--- config.mk ---
export PLATFORM = sky130hd
export DESIGN_NAME = sm83_alu_flags_ctx_flat
export DESIGN_NICKNAME = d
export VERILOG_FILES = /design/src/rtl/sm83_alu_flags_ctx_pkg.sv /design/src/rtl/sm83_alu_flags_ctx_if.sv /design/src/rtl/sm83_alu_flags_ctx_stack.sv /design/src/rtl/sm83_alu_flags_ctx.sv /design/src/flat_wrapper.sv
export SDC_FILE = /design/constraint.sdc
export NUM_CORES = 1
export LEC_CHECK = 0
export CAP_MARGIN = 15
export CORE_ASPECT_RATIO = 0.75
export CORE_UTILIZATION = 60
export CTS_BUF_LIST = sky130_fd_sc_hd__clkbuf_2 sky130_fd_sc_hd__clkbuf_4 sky130_fd_sc_hd__clkbuf_8
export DETAILED_ROUTE_END_ITERATION = 10
export DONT_BUFFER_PORTS = 1
export PLACE_DENSITY = 0.76
export SLEW_MARGIN = 10
export SYNTH_ARGS = -nofsm -noshare
export SYNTH_HDL_FRONTEND = slang
export SYNTH_SLANG_ARGS = --single-unit
export TNS_END_PERCENT = 10
--- constraint.sdc ---
create_clock -name clk -period 5.8 [get_ports clk]
set_input_delay 0.58 -clock clk [delete_from_list [all_inputs] [get_ports clk]]
set_output_delay 0.58 -clock clk [all_outputs]
set_load 0.05 [all_outputs]
--- src/rtl/sm83_alu_flags_ctx_pkg.sv ---
`default_nettype none
// sm83_flags_pkg: context type, secondary-carry source encoding and flag bit positions. Rev 1.0
package sm83_flags_pkg;

  localparam int CTX_W = 7;

  typedef struct packed {
    logic zero;
    logic neg;
    logic hc;
    logic daa;
    logic pri_c;
    logic sec_c;
    logic spare;
  } flags_ctx_t;

  typedef enum logic [1:0] {
    SC_CARRY = 2'd0,
    SC_SHIFT = 2'd1,
    SC_DAA   = 2'd2,
    SC_ZERO  = 2'd3
  } sc_src_e;

  function automatic int z_bit(input int ws);
    return ws - 1;
  endfunction

  function automatic int n_bit(input int ws);
    return ws - 2;
  endfunction

  function automatic int h_bit(input int ws);
    return ws - 3;
  endfunction

  function automatic int c_bit(input int ws);
    return ws - 4;
  endfunction

endpackage
`default_nettype wire

--- src/rtl/sm83_alu_flags_ctx_if.sv ---
`default_nettype none
// sm83_alu_flags_ctx_if: control/data bundle between ALU control and the flag block. Rev 1.0
interface sm83_alu_flags_ctx_if #(
  parameter int WORD_SIZE   = 8,
  parameter int STACK_DEPTH = 4
);
  logic [WORD_SIZE-1:0] din;
  logic [WORD_SIZE-1:0] dout;
  logic flags_bus, flags_alu;
  logic zero_we, zero_loop, half_carry_we, half_carry_cpl, daa_carry_we;
  logic neg_we, neg_set, neg_clr;
  logic carry_we, sec_carry_we, sec_carry_sh, sec_carry_daa, sec_carry_sel, carry_set, carry_cpl;
  logic zero_in, carry_in, shift_out_in, daa_carry_in;
  logic ctx_push, ctx_pop, err_clr;
  logic zero, half_carry, daa_carry, neg, carry, pri_carry;
  logic [$clog2(STACK_DEPTH+1)-1:0] ctx_level;
  logic ctx_full, ctx_empty, ctx_ovf, ctx_unf;

  modport master (
    output din, flags_bus, flags_alu, zero_we, zero_loop, half_carry_we, half_carry_cpl,
           daa_carry_we, neg_we, neg_set, neg_clr, carry_we, sec_carry_we, sec_carry_sh,
           sec_carry_daa, sec_carry_sel, carry_set, carry_cpl, zero_in, carry_in,
           shift_out_in, daa_carry_in, ctx_push, ctx_pop, err_clr,
    input  dout, zero, half_carry, daa_carry, neg, carry, pri_carry,
           ctx_level, ctx_full, ctx_empty, ctx_ovf, ctx_unf
  );

  modport slave (
    input  din, flags_bus, flags_alu, zero_we, zero_loop, half_carry_we, half_carry_cpl,
           daa_carry_we, neg_we, neg_set, neg_clr, carry_we, sec_carry_we, sec_carry_sh,
           sec_carry_daa, sec_carry_sel, carry_set, carry_cpl, zero_in, carry_in,
           shift_out_in, daa_carry_in, ctx_push, ctx_pop, err_clr,
    output dout, zero, half_carry, daa_carry, neg, carry, pri_carry,
           ctx_level, ctx_full, ctx_empty, ctx_ovf, ctx_unf
  );
endinterface
`default_nettype wire

--- src/rtl/sm83_alu_flags_ctx_stack.sv ---
`default_nettype none
// sm83_flags_ctx_stack: LIFO of flag contexts with exchange and sticky overflow/underflow. Rev 1.0
module sm83_flags_ctx_stack
  import sm83_flags_pkg::*;
#(
  parameter int  DEPTH = 4,
  parameter type CTX_T = flags_ctx_t,
  parameter int  LVL_W = $clog2(DEPTH + 1)
) (
  input  logic             clk,
  input  logic             nreset,
  input  logic             push_i,
  input  logic             pop_i,
  input  logic             err_clr_i,
  input  CTX_T             wr_data_i,
  output CTX_T             top_o,
  output logic             restore_o,
  output logic [LVL_W-1:0] level_o,
  output logic             full_o,
  output logic             empty_o,
  output logic             ovf_o,
  output logic             unf_o
);
  logic [LVL_W-1:0] sp_q, sp_d, wr_idx_w;
  CTX_T             entry_q [DEPTH];
  logic             ovf_q, unf_q;
  logic             empty_w, full_w, exch_w, do_push_w, do_pop_w, new_ovf_w, new_unf_w;

  assign empty_w   = (sp_q == '0);
  assign full_w    = (sp_q == LVL_W'(DEPTH));
  assign exch_w    = push_i & pop_i & ~empty_w;
  assign do_push_w = push_i & ~pop_i & ~full_w;
  assign do_pop_w  = pop_i & ~push_i & ~empty_w;
  assign new_ovf_w = push_i & ~pop_i & full_w;
  // Pop on empty, with or without a simultaneous push, is an underflow.
  assign new_unf_w = pop_i & empty_w;
  assign restore_o = exch_w | do_pop_w;
  assign wr_idx_w  = exch_w ? (sp_q - LVL_W'(1)) : sp_q;

  always_comb begin
    sp_d = sp_q;
    if (do_push_w) begin
      sp_d = sp_q + LVL_W'(1);
    end else if (do_pop_w) begin
      sp_d = sp_q - LVL_W'(1);
    end
  end

  always_comb begin
    top_o = '0;
    for (int i = 0; i < DEPTH; i++) begin
      if (LVL_W'(i + 1) == sp_q) top_o = entry_q[i];
    end
  end

  always_ff @(posedge clk or negedge nreset) begin
    if (!nreset) begin
      sp_q  <= '0;
      ovf_q <= 1'b0;
      unf_q <= 1'b0;
      for (int i = 0; i < DEPTH; i++) entry_q[i] <= '0;
    end else begin
      sp_q  <= sp_d;
      ovf_q <= (ovf_q & ~err_clr_i) | new_ovf_w;
      unf_q <= (unf_q & ~err_clr_i) | new_unf_w;
      for (int i = 0; i < DEPTH; i++) begin
        if ((do_push_w | exch_w) && (LVL_W'(i) == wr_idx_w)) entry_q[i] <= wr_data_i;
      end
    end
  end

  assign level_o = sp_q;
  assign full_o  = full_w;
  assign empty_o = empty_w;
  assign ovf_o   = ovf_q;
  assign unf_o   = unf_q;

endmodule
`default_nettype wire

--- src/rtl/sm83_alu_flags_ctx.sv ---
`default_nettype none
// sm83_alu_flags_ctx: SM83 Z/N/H/C flag register with context stack. Rev 1.0
// Build option SM83_ALU_FLAGS_CTX_LOWNIB_EN makes dout's low bits a saved general-purpose register.
module sm83_alu_flags_ctx
  import sm83_flags_pkg::*;
#(
  parameter int WORD_SIZE   = 8,
  parameter int STACK_DEPTH = 4
) (
  input  logic                clk,
  input  logic                nreset,
  sm83_alu_flags_ctx_if.slave bus
);
  localparam int ZB    = z_bit(WORD_SIZE);
  localparam int NB    = n_bit(WORD_SIZE);
  localparam int HB    = h_bit(WORD_SIZE);
  localparam int CB    = c_bit(WORD_SIZE);
  localparam int LOW_W = WORD_SIZE - 4;

`ifdef SM83_ALU_FLAGS_CTX_LOWNIB_EN
  typedef struct packed {
    flags_ctx_t       f;
    logic [LOW_W-1:0] low;
  } ctx_t;
`else
  typedef struct packed {
    flags_ctx_t f;
  } ctx_t;
`endif

  ctx_t             live_q, live_d, upd_w, top_w;
  logic             restore_w, from_bus_w;
  logic [LOW_W-1:0] low_w;
  sc_src_e          sc_src_w;

  assign from_bus_w = bus.flags_bus & ~bus.flags_alu;
  assign sc_src_w   = sc_src_e'({bus.sec_carry_daa, bus.sec_carry_sh});

  always_comb begin
    upd_w = live_q;
    if (bus.zero_we) begin
      upd_w.f.zero = from_bus_w ? bus.din[ZB] : bus.zero_in;
      if (bus.zero_loop) upd_w.f.zero = upd_w.f.zero & live_q.f.zero;
    end
    if (bus.neg_we) upd_w.f.neg = ~bus.neg_clr & (bus.neg_set | (from_bus_w & bus.din[NB]));
    if (bus.half_carry_we) upd_w.f.hc = from_bus_w ? bus.din[HB] : bus.carry_in;
    if (bus.daa_carry_we) upd_w.f.daa = from_bus_w ? bus.din[HB] : bus.carry_in;
    // The primary carry is left alone while the secondary carry is being loaded.
    if (bus.carry_we && !bus.sec_carry_we) upd_w.f.pri_c = from_bus_w ? bus.din[CB] : bus.carry_in;
    if (bus.sec_carry_we) begin
      case (sc_src_w)
        SC_CARRY: upd_w.f.sec_c = bus.carry_in;
        SC_SHIFT: upd_w.f.sec_c = bus.shift_out_in;
        SC_DAA:   upd_w.f.sec_c = bus.daa_carry_in;
        default:  upd_w.f.sec_c = 1'b0;
      endcase
    end
    upd_w.f.spare = 1'b0;
`ifdef SM83_ALU_FLAGS_CTX_LOWNIB_EN
    if (from_bus_w && bus.zero_we) upd_w.low = bus.din[LOW_W-1:0];
`endif
    live_d = restore_w ? top_w : upd_w;
  end

  always_ff @(posedge clk or negedge nreset) begin
    if (!nreset) begin
      live_q <= '0;
    end else begin
      live_q <= live_d;
    end
  end

  sm83_flags_ctx_stack #(
    .DEPTH (STACK_DEPTH),
    .CTX_T (ctx_t)
  ) u_stack (
    .clk       (clk),
    .nreset    (nreset),
    .push_i    (bus.ctx_push),
    .pop_i     (bus.ctx_pop),
    .err_clr_i (bus.err_clr),
    .wr_data_i (live_q),
    .top_o     (top_w),
    .restore_o (restore_w),
    .level_o   (bus.ctx_level),
    .full_o    (bus.ctx_full),
    .empty_o   (bus.ctx_empty),
    .ovf_o     (bus.ctx_ovf),
    .unf_o     (bus.ctx_unf)
  );

`ifdef SM83_ALU_FLAGS_CTX_LOWNIB_EN
  assign low_w = live_q.low;
`else
  logic unused_w;
  assign unused_w = ^bus.din[LOW_W-1:0];
  assign low_w    = '0;
`endif

  assign bus.zero       = live_q.f.zero;
  assign bus.neg        = live_q.f.neg;
  assign bus.daa_carry  = live_q.f.daa;
  assign bus.pri_carry  = live_q.f.pri_c;
  assign bus.half_carry = live_q.f.hc ^ bus.half_carry_cpl;
  assign bus.carry      = (bus.carry_set | (bus.sec_carry_sel ? live_q.f.sec_c : live_q.f.pri_c))
                          ^ bus.carry_cpl;
  assign bus.dout       = {bus.zero, bus.neg, bus.half_carry, bus.carry, low_w};

endmodule
`default_nettype wire

--- src/flat_wrapper.sv ---
// flat-port wrapper written by rule: the top's interface ports become plain ports
module sm83_alu_flags_ctx_flat import sm83_flags_pkg::*;
#(
  parameter int WORD_SIZE   = 8,
  parameter int STACK_DEPTH = 4
)
  (clk, nreset, bus_din, bus_flags_bus, bus_flags_alu, bus_zero_we, bus_zero_loop, bus_half_carry_we, bus_half_carry_cpl, bus_daa_carry_we, bus_neg_we, bus_neg_set, bus_neg_clr, bus_carry_we, bus_sec_carry_we, bus_sec_carry_sh, bus_sec_carry_daa, bus_sec_carry_sel, bus_carry_set, bus_carry_cpl, bus_zero_in, bus_carry_in, bus_shift_out_in, bus_daa_carry_in, bus_ctx_push, bus_ctx_pop, bus_err_clr, bus_dout, bus_zero, bus_half_carry, bus_daa_carry, bus_neg, bus_carry, bus_pri_carry, bus_ctx_level, bus_ctx_full, bus_ctx_empty, bus_ctx_ovf, bus_ctx_unf);
  sm83_alu_flags_ctx_if #(.WORD_SIZE(WORD_SIZE), .STACK_DEPTH(STACK_DEPTH)) bus_i ();
  input  logic clk;
  input  logic nreset;
  input wire logic [$bits(bus_i.din)-1:0] bus_din;
  input wire logic [$bits(bus_i.flags_bus)-1:0] bus_flags_bus;
  input wire logic [$bits(bus_i.flags_alu)-1:0] bus_flags_alu;
  input wire logic [$bits(bus_i.zero_we)-1:0] bus_zero_we;
  input wire logic [$bits(bus_i.zero_loop)-1:0] bus_zero_loop;
  input wire logic [$bits(bus_i.half_carry_we)-1:0] bus_half_carry_we;
  input wire logic [$bits(bus_i.half_carry_cpl)-1:0] bus_half_carry_cpl;
  input wire logic [$bits(bus_i.daa_carry_we)-1:0] bus_daa_carry_we;
  input wire logic [$bits(bus_i.neg_we)-1:0] bus_neg_we;
  input wire logic [$bits(bus_i.neg_set)-1:0] bus_neg_set;
  input wire logic [$bits(bus_i.neg_clr)-1:0] bus_neg_clr;
  input wire logic [$bits(bus_i.carry_we)-1:0] bus_carry_we;
  input wire logic [$bits(bus_i.sec_carry_we)-1:0] bus_sec_carry_we;
  input wire logic [$bits(bus_i.sec_carry_sh)-1:0] bus_sec_carry_sh;
  input wire logic [$bits(bus_i.sec_carry_daa)-1:0] bus_sec_carry_daa;
  input wire logic [$bits(bus_i.sec_carry_sel)-1:0] bus_sec_carry_sel;
  input wire logic [$bits(bus_i.carry_set)-1:0] bus_carry_set;
  input wire logic [$bits(bus_i.carry_cpl)-1:0] bus_carry_cpl;
  input wire logic [$bits(bus_i.zero_in)-1:0] bus_zero_in;
  input wire logic [$bits(bus_i.carry_in)-1:0] bus_carry_in;
  input wire logic [$bits(bus_i.shift_out_in)-1:0] bus_shift_out_in;
  input wire logic [$bits(bus_i.daa_carry_in)-1:0] bus_daa_carry_in;
  input wire logic [$bits(bus_i.ctx_push)-1:0] bus_ctx_push;
  input wire logic [$bits(bus_i.ctx_pop)-1:0] bus_ctx_pop;
  input wire logic [$bits(bus_i.err_clr)-1:0] bus_err_clr;
  output wire logic [$bits(bus_i.dout)-1:0] bus_dout;
  output wire logic [$bits(bus_i.zero)-1:0] bus_zero;
  output wire logic [$bits(bus_i.half_carry)-1:0] bus_half_carry;
  output wire logic [$bits(bus_i.daa_carry)-1:0] bus_daa_carry;
  output wire logic [$bits(bus_i.neg)-1:0] bus_neg;
  output wire logic [$bits(bus_i.carry)-1:0] bus_carry;
  output wire logic [$bits(bus_i.pri_carry)-1:0] bus_pri_carry;
  output wire logic [$bits(bus_i.ctx_level)-1:0] bus_ctx_level;
  output wire logic [$bits(bus_i.ctx_full)-1:0] bus_ctx_full;
  output wire logic [$bits(bus_i.ctx_empty)-1:0] bus_ctx_empty;
  output wire logic [$bits(bus_i.ctx_ovf)-1:0] bus_ctx_ovf;
  output wire logic [$bits(bus_i.ctx_unf)-1:0] bus_ctx_unf;
  assign bus_i.din = bus_din;
  assign bus_i.flags_bus = bus_flags_bus;
  assign bus_i.flags_alu = bus_flags_alu;
  assign bus_i.zero_we = bus_zero_we;
  assign bus_i.zero_loop = bus_zero_loop;
  assign bus_i.half_carry_we = bus_half_carry_we;
  assign bus_i.half_carry_cpl = bus_half_carry_cpl;
  assign bus_i.daa_carry_we = bus_daa_carry_we;
  assign bus_i.neg_we = bus_neg_we;
  assign bus_i.neg_set = bus_neg_set;
  assign bus_i.neg_clr = bus_neg_clr;
  assign bus_i.carry_we = bus_carry_we;
  assign bus_i.sec_carry_we = bus_sec_carry_we;
  assign bus_i.sec_carry_sh = bus_sec_carry_sh;
  assign bus_i.sec_carry_daa = bus_sec_carry_daa;
  assign bus_i.sec_carry_sel = bus_sec_carry_sel;
  assign bus_i.carry_set = bus_carry_set;
  assign bus_i.carry_cpl = bus_carry_cpl;
  assign bus_i.zero_in = bus_zero_in;
  assign bus_i.carry_in = bus_carry_in;
  assign bus_i.shift_out_in = bus_shift_out_in;
  assign bus_i.daa_carry_in = bus_daa_carry_in;
  assign bus_i.ctx_push = bus_ctx_push;
  assign bus_i.ctx_pop = bus_ctx_pop;
  assign bus_i.err_clr = bus_err_clr;
  assign bus_dout = bus_i.dout;
  assign bus_zero = bus_i.zero;
  assign bus_half_carry = bus_i.half_carry;
  assign bus_daa_carry = bus_i.daa_carry;
  assign bus_neg = bus_i.neg;
  assign bus_carry = bus_i.carry;
  assign bus_pri_carry = bus_i.pri_carry;
  assign bus_ctx_level = bus_i.ctx_level;
  assign bus_ctx_full = bus_i.ctx_full;
  assign bus_ctx_empty = bus_i.ctx_empty;
  assign bus_ctx_ovf = bus_i.ctx_ovf;
  assign bus_ctx_unf = bus_i.ctx_unf;
  sm83_alu_flags_ctx #(.WORD_SIZE(WORD_SIZE), .STACK_DEPTH(STACK_DEPTH)) u_core (.clk(clk), .nreset(nreset), .bus(bus_i));
endmodule
## Word-level counts from Yosys, hierarchy flattened

Cells that the tools add are included.

| operators by class | value |
|---|---|
| divide/modulo/power cells | 0 |
| eq/ne operators | 10 |
| bitwise logic cells | 29 |
| multiply operators | 0 |
| magnitude comparators | 0 |
| muxes and demuxes | 20 |
| shifts and indexed selects | 0 |
| reductions and logical operators | 16 |
| add/sub/neg operators | 2 |

Operators with widths:

| cell | number |
|---|---|
| two-way mux 7 bit | 5 |
| AND 1 bit | 14 |
| nonzero test 2 bit | 7 |
| equality test 2 x 3 -> 1 bit, first input constant | 4 |
| two-way mux 1 bit | 11 |
| two-way mux 3 bit | 3 |
| inverter 1 bit | 7 |
| equality test 1 x 3 -> 1 bit, first input constant | 2 |
| logical NOT 3 bit | 2 |
| bitwise OR 1 bit | 6 |
| logical AND 1 bit | 5 |
| adder 3 x 1 -> 3 bit, second input constant | 1 |
| equality test 3 bit, first input constant | 1 |
| equality test 3 bit, second input constant | 1 |
| case mux 1 bit (3 select lines) | 1 |
| subtractor 3 x 1 -> 3 bit, second input constant | 1 |
| equality test 2 x 1 -> 1 bit, second input constant | 1 |
| equality test 2 bit, second input constant | 1 |
| logical NOT 2 bit | 1 |
| bitwise XOR 1 bit | 2 |
| logical NOT 1 bit | 1 |

| word-level totals | value |
|---|---|
| RAM bits | 0 |
| logic and storage cells | 115 |
| bits in latches | 0 |
| ROM bits | 0 |
| output and inout port bits | 21 |
| input port bits | 34 |
| register bits after elaboration | 40 |
| memories kept | 0 |

## Logic depth before layout (Yosys ltp)

| depth | value |
|---|---|
| depth in word-level cells | 7 |
| gate-level depth with buffers | 9 |
| mapped depth without buffers | 7 |

## By module

Synthesis repeated with hierarchy kept, for this count alone.

| second synthesis, totals | value |
|---|---|
| cells, all modules | 333 |
| area, all modules | 2,861.5 µm² |

Modules (own cells, without submodules):

| module | times used | sequential area each (µm²) | cells each | area an instance (µm²) |
|---|---|---|---|---|
| sm83_flags_ctx_stack | 1 | 825.8 | 277 | 2,344.7 |
| sm83_alu_flags_ctx | 1 | 175.2 | 56 | 516.7 |

## Worst setup path after synthesis

Ideal clock, no wire load.

| timing path | value |
|---|---|
| path type | register to output |
| from | register u_core.live_q, in the netlist u_core.bus.pri_carry |
| to | output bus_dout[4] |
| arrival time | 2.121 ns |
| path buffers | 1 |
| stages on the path, launching flop included | 5 |
| data required time | 5.220 ns |
| path slack | 3.099 ns |
| cells stage by stage | dfrtp_1 -> nor2b_1 -> a211oi_1 -> xnor2_1 -> buf_4 |

| between the ends | value |
|---|---|
| longest elaborated chain between the ends | 3 |

Ends and longest elaborated chain:

| element | line | source |
|---|---|---|
| from (decl) | sm83_alu_flags_ctx.sv:31 | `ctx_t live_q, live_d, upd_w, top_w;` |
| from (signal assigned) | sm83_alu_flags_ctx.sv:69 | `live_q <= live_d;` |
| two-way mux 1 bit | sm83_alu_flags_ctx.sv:105 | `assign bus.carry = (bus.carry_set \| (bus.sec_carry_sel ? live_q.f.sec_c : live_q.f.pri_c))` |
| bitwise OR 1 bit | sm83_alu_flags_ctx.sv:105 |  |
| bitwise XOR 1 bit | sm83_alu_flags_ctx.sv:106 | `^ bus.carry_cpl;` |
| to (decl) | flat_wrapper.sv:36 | `output wire logic [$bits(bus_i.dout)-1:0] bus_dout;` |

No other way between the ends.

## Final worst setup path

| timing path | value |
|---|---|
| from | register u_core.u_stack.sp_q[0], in the netlist u_core.u_stack.level_o[0] |
| to | register u_core.u_stack.entry_q[18] (netlist bit) |

| between the ends | value |
|---|---|
| longest elaborated chain between the ends | 6 |
| elaborated cells between the ends (all ways) | 11 |
| those cells by class | add/sub (1); eq/ne (2); mux (1); bitwise (5); reduce/logical (2) |

Ends and longest elaborated chain:

| element | line | source |
|---|---|---|
| from (decl) | sm83_alu_flags_ctx_stack.sv:24 | `logic [LVL_W-1:0] sp_q, sp_d, wr_idx_w;` |
| from (signal assigned) | sm83_alu_flags_ctx_stack.sv:63 | `sp_q <= sp_d;` |
| logical NOT 3 bit (*) | sm83_alu_flags_ctx_stack.sv:29 | `assign empty_w = (sp_q == '0);` |
| named net bus_ctx_empty | flat_wrapper.sv:45 | `output wire logic [$bits(bus_i.ctx_empty)-1:0] bus_ctx_empty;` |
| inverter 1 bit (*) | sm83_alu_flags_ctx_stack.sv:31 | `assign exch_w = push_i & pop_i & ~empty_w;` |
| AND 1 bit (*) | sm83_alu_flags_ctx_stack.sv:31 |  |
| two-way mux 3 bit | sm83_alu_flags_ctx_stack.sv:38 | `assign wr_idx_w = exch_w ? (sp_q - LVL_W'(1)) : sp_q;` |
| equality test 1 x 3 -> 1 bit | sm83_alu_flags_ctx_stack.sv:67 | `if ((do_push_w \| exch_w) && (LVL_W'(i) == wr_idx_w)) entry_q[i] <= wr_data_i;` |
| logical AND 1 bit (*) | sm83_alu_flags_ctx_stack.sv:67 |  |
| to (signal, indexed assignment) | sm83_alu_flags_ctx_stack.sv:67 |  |
| to (decl) | sm83_alu_flags_ctx_stack.sv:25 | `CTX_T entry_q [DEPTH];` |

The timed path passes the listed nets; every way through them passes the cells marked *.
A chain may end at the register's enable or synchronous reset.

==> results.sh <==
export IMPL_critPathMaxFanout=14
export IMPL_grt_max_degree=36
export IMPL_cts_resized_gates=0
export IMPL_hpwl_um=3160
export IMPL_grt_first_pass_wirelength_um=7540
export IMPL_finalPower_mw=1.41
export IMPL_final_cells=232
export IMPL_rsz0062_at_grt="false"
export IMPL_setup_tns_final_ns=0
export IMPL_synth_avg_cell_area_um2=10.8
export IMPL_async_flop_share_pct=100
export IMPL_gp_congestion=0.859
export IMPL_num_vias=1534
export IMPL_ys_types=47
export IMPL_slew_violations=0
export IMPL_synth_edf_count=0
export IMPL_start_kind="flop"
export IMPL_diodes=0
export IMPL_r2r_start="u_core.u_stack.level_o[0]"
export IMPL_ys_seq_elements=35
export IMPL_finalSetupViolations=0
export IMPL_num_rows=18
export IMPL_drive_gt1_share_pct=24.5
export IMPL_hold_viol_final=0
export IMPL_fin_crit_sh_pct=57.0
export IMPL_synth_flop_cell="dfrtp_1"
export IMPL_p_leak_nw=0.923
export IMPL_cap_violations=0
export IMPL_r2r_end="u_core.u_stack.entry_q[18]"
export IMPL_cts_buffer_depth=2
export IMPL_path_class="flop to flop"
export IMPL_grtUsageTotal_pct=27.6
export IMPL_drt_wirelength_per_cell_um=20.0
export IMPL_die_h_um=53.4
export IMPL_overflow=0
export IMPL_ir_worst_vdd_mv=0.342
export IMPL_initial_core_util_pct=63.3
export IMPL_grt_use_met2_pct=43.5
export IMPL_placedCellCount=223
export IMPL_use_met3_pct=8.19
export IMPL_endpoint_kind="flop"
export IMPL_syn_to_final_growth_pct=5.40
export IMPL_finalWirelength_um=4630
export IMPL_worstPathRequired_ns=5.98
export IMPL_h_tree_depth=2
export IMPL_antenna_found_initial=0
export IMPL_hp_class="input pin to asynchronous set/reset pin"
export IMPL_cp_arrival_ns=3.49
export IMPL_yosys_warnings=0
export IMPL_cts_buffers=5
export IMPL_die_w_um=70.5
export IMPL_gr_usage_met1_pct=34.8
export IMPL_clk_latency_ns=0.30
export IMPL_grt_pass1_vias=1534
export IMPL_synth_cells=196
export IMPL_layout_nets=231
export IMPL_firstDrtPassIters=7
export IMPL_clkTransAtPathRegs_ns=0.08
export IMPL_drc_errors=7
export IMPL_cts_tree="yes"
export IMPL_max_freq_mhz=302
export IMPL_power_density_mw_per_mm2=633
export IMPL_syn_cell_area_mm2=0.00211
export IMPL_dieArea_mm2=0.00376
export IMPL_max_slew_worst_pin_slew_ns=1.16
export IMPL_io_pins=55
export IMPL_violations="DRC"
export IMPL_relSlewSlack_pct=22.3
export IMPL_via_per_inst=6.61
export IMPL_seq_area_frac_synth_pct=41.5
export IMPL_finClkSkew_ns=0.00718
export IMPL_r2r_setup_slack_ns=2.49
export IMPL_first_iter_violations=176
export IMPL_worst_r2r_cell_count=7
export IMPL_port_buffer_count=0
export IMPL_core_area_mm2=0.00333
export IMPL_finalCriticalPeriod_ns=3.31
export IMPL_cts_root_buf="clkbuf_8"
export IMPL_status="complete, but fails checks"
export IMPL_busiest_layer="met2"
export IMPL_clkSinkCount=35
export IMPL_drtAntennaViolNets=0
cell families (layout without fill, tap and decap cells):
group	Yosys count	count (layout)	share of synthesized area, %
muxes	30	30	15.8
xor gates and xnor gates	5	5	2.08
DFF	35	35	41.5
adders and majority gates	6	6	3.56
other	1	4	0.178
and+or+nand+nor	32	32	9.13
buffers and inverters	28	21	6.94
AOI/OAI and AO/OA	59	59	20.8
metrics by stage:
step                area, um2  worst slack, ns  hold slack [ns]  util (%)
floorplan                2120             3.10            0.284         -
global placement         2090             2.67            0.285      62.7
detailed placement       2090             2.57            0.285      62.7
CTS                      2220             2.55            0.112      66.7
global route             2220             2.29            0.104      66.7
finish                   2220             2.49            0.105      66.7
sequential cells by signal, summed over array words and instances, names as in the netlist:
name,flops
u_core.u_stack.entry_q,24
u_core.u_stack.level_o,3
u_core.live_q,2
u_core.bus.daa_carry,1
u_core.bus.neg,1
u_core.bus.pri_carry,1
u_core.bus.zero,1
u_core.u_stack.ovf_o,1
u_core.u_stack.unf_o,1
synth_stat cells, types with 5 or more instances:
library cell / count / area [um2]
inv_1: 10 / 37.5
o211ai_1: 7 / 52.6
a221oi_1: 6 / 52.6
buf_4: 8 / 60.1
mux2_2: 26 / 293
nand2_1: 8 / 30.0
dfrtp_1: 35 / 876
nor2_1: 5 / 18.8
ha_1: 6 / 75.1
clkbuf_1: 5 / 18.8
a21oi_1: 13 / 65.1
o21ai_0: 14 / 70.1
report_power, final:
part	internal, mW	switching [mW]
logic	0.246	0.343
clock network	0.128	0.0963
registers	0.355	0.238
worst max path at each step:
| stage | startpoint | endpoint | slack (ns) | cells past startpoint |
|---|---|---|---|---|
| after CTS | u_core.u_stack.level_o[0] | u_core.u_stack.entry_q[20] | 2.55 | 7 |
| final | u_core.u_stack.level_o[0] | u_core.u_stack.entry_q[18] | 2.49 | 7 |
| after global placement | u_core.u_stack.level_o[0] | u_core.u_stack.entry_q[24] | 2.67 | 7 |
| after floorplan | u_core.bus.pri_carry | bus_dout[4] | 3.10 | 4 |
| after detailed placement | u_core.u_stack.level_o[0] | u_core.u_stack.entry_q[20] | 2.57 | 7 |
| after global routing | u_core.u_stack.level_o[0] | u_core.u_stack.entry_q[22] | 2.29 | 7 |
placed cells by master, fill, tap and decap left out, types with 2 or more instances in the layout:
master | netlist | final
or4_4 | 2 | 2
o21ai_0 | 14 | 14
nand3b_1 | 3 | 3
xnor2_1 | 4 | 3
o2111a_1 | 2 | 2
a221oi_1 | 6 | 6
dfrtp_1 | 35 | 35
clkbuf_8 | 0 | 5
mux2_2 | 26 | 26
a21oi_4 | 2 | 2
o211ai_1 | 7 | 7
inv_1 | 10 | 10
a21oi_1 | 13 | 13
and2_1 | 2 | 2
nor2_1 | 5 | 5
mux2i_1 | 4 | 4
a21o_1 | 2 | 2
nand2_1 | 8 | 8
nand4_1 | 2 | 2
ha_1 | 6 | 6
conb_1 | 1 | 4
nor2b_1 | 4 | 4
critical path: stages, from the launching register on:
cell and delay (ns):
dfrtp_1 0.64, inv_1 0.36, ha_1 0.57, nand2b_4 0.13, inv_4 0.21, o211ai_1 0.13, a21oi_1 0.73, mux2_2 0.41
area by class of cell:
cell class	instances	area, um2
clock buffer	5	68.8
clock inverter	3	43.8
fill	241	1110
inverter	11	43.8
multi-input combinational	136	1110
sequential	35	876
tap	40	50.0
timing repair buffer	2	27.5
metal layers:
layer | up-vias | wire [um]
met1 | 748 | 1960
met2 | 76 | 2210
met3 | 10 | 376
met5 | - | 0
li1 | 700 | -
met4 | 0 | 82
repair_timing:
action	4_1_cts	5_1_grt
buffers inserted	0	0
hold buffers	1	0
endpoints found under the hold margin	35	0
Note: power is estimated with default switching activity, not from simulation.
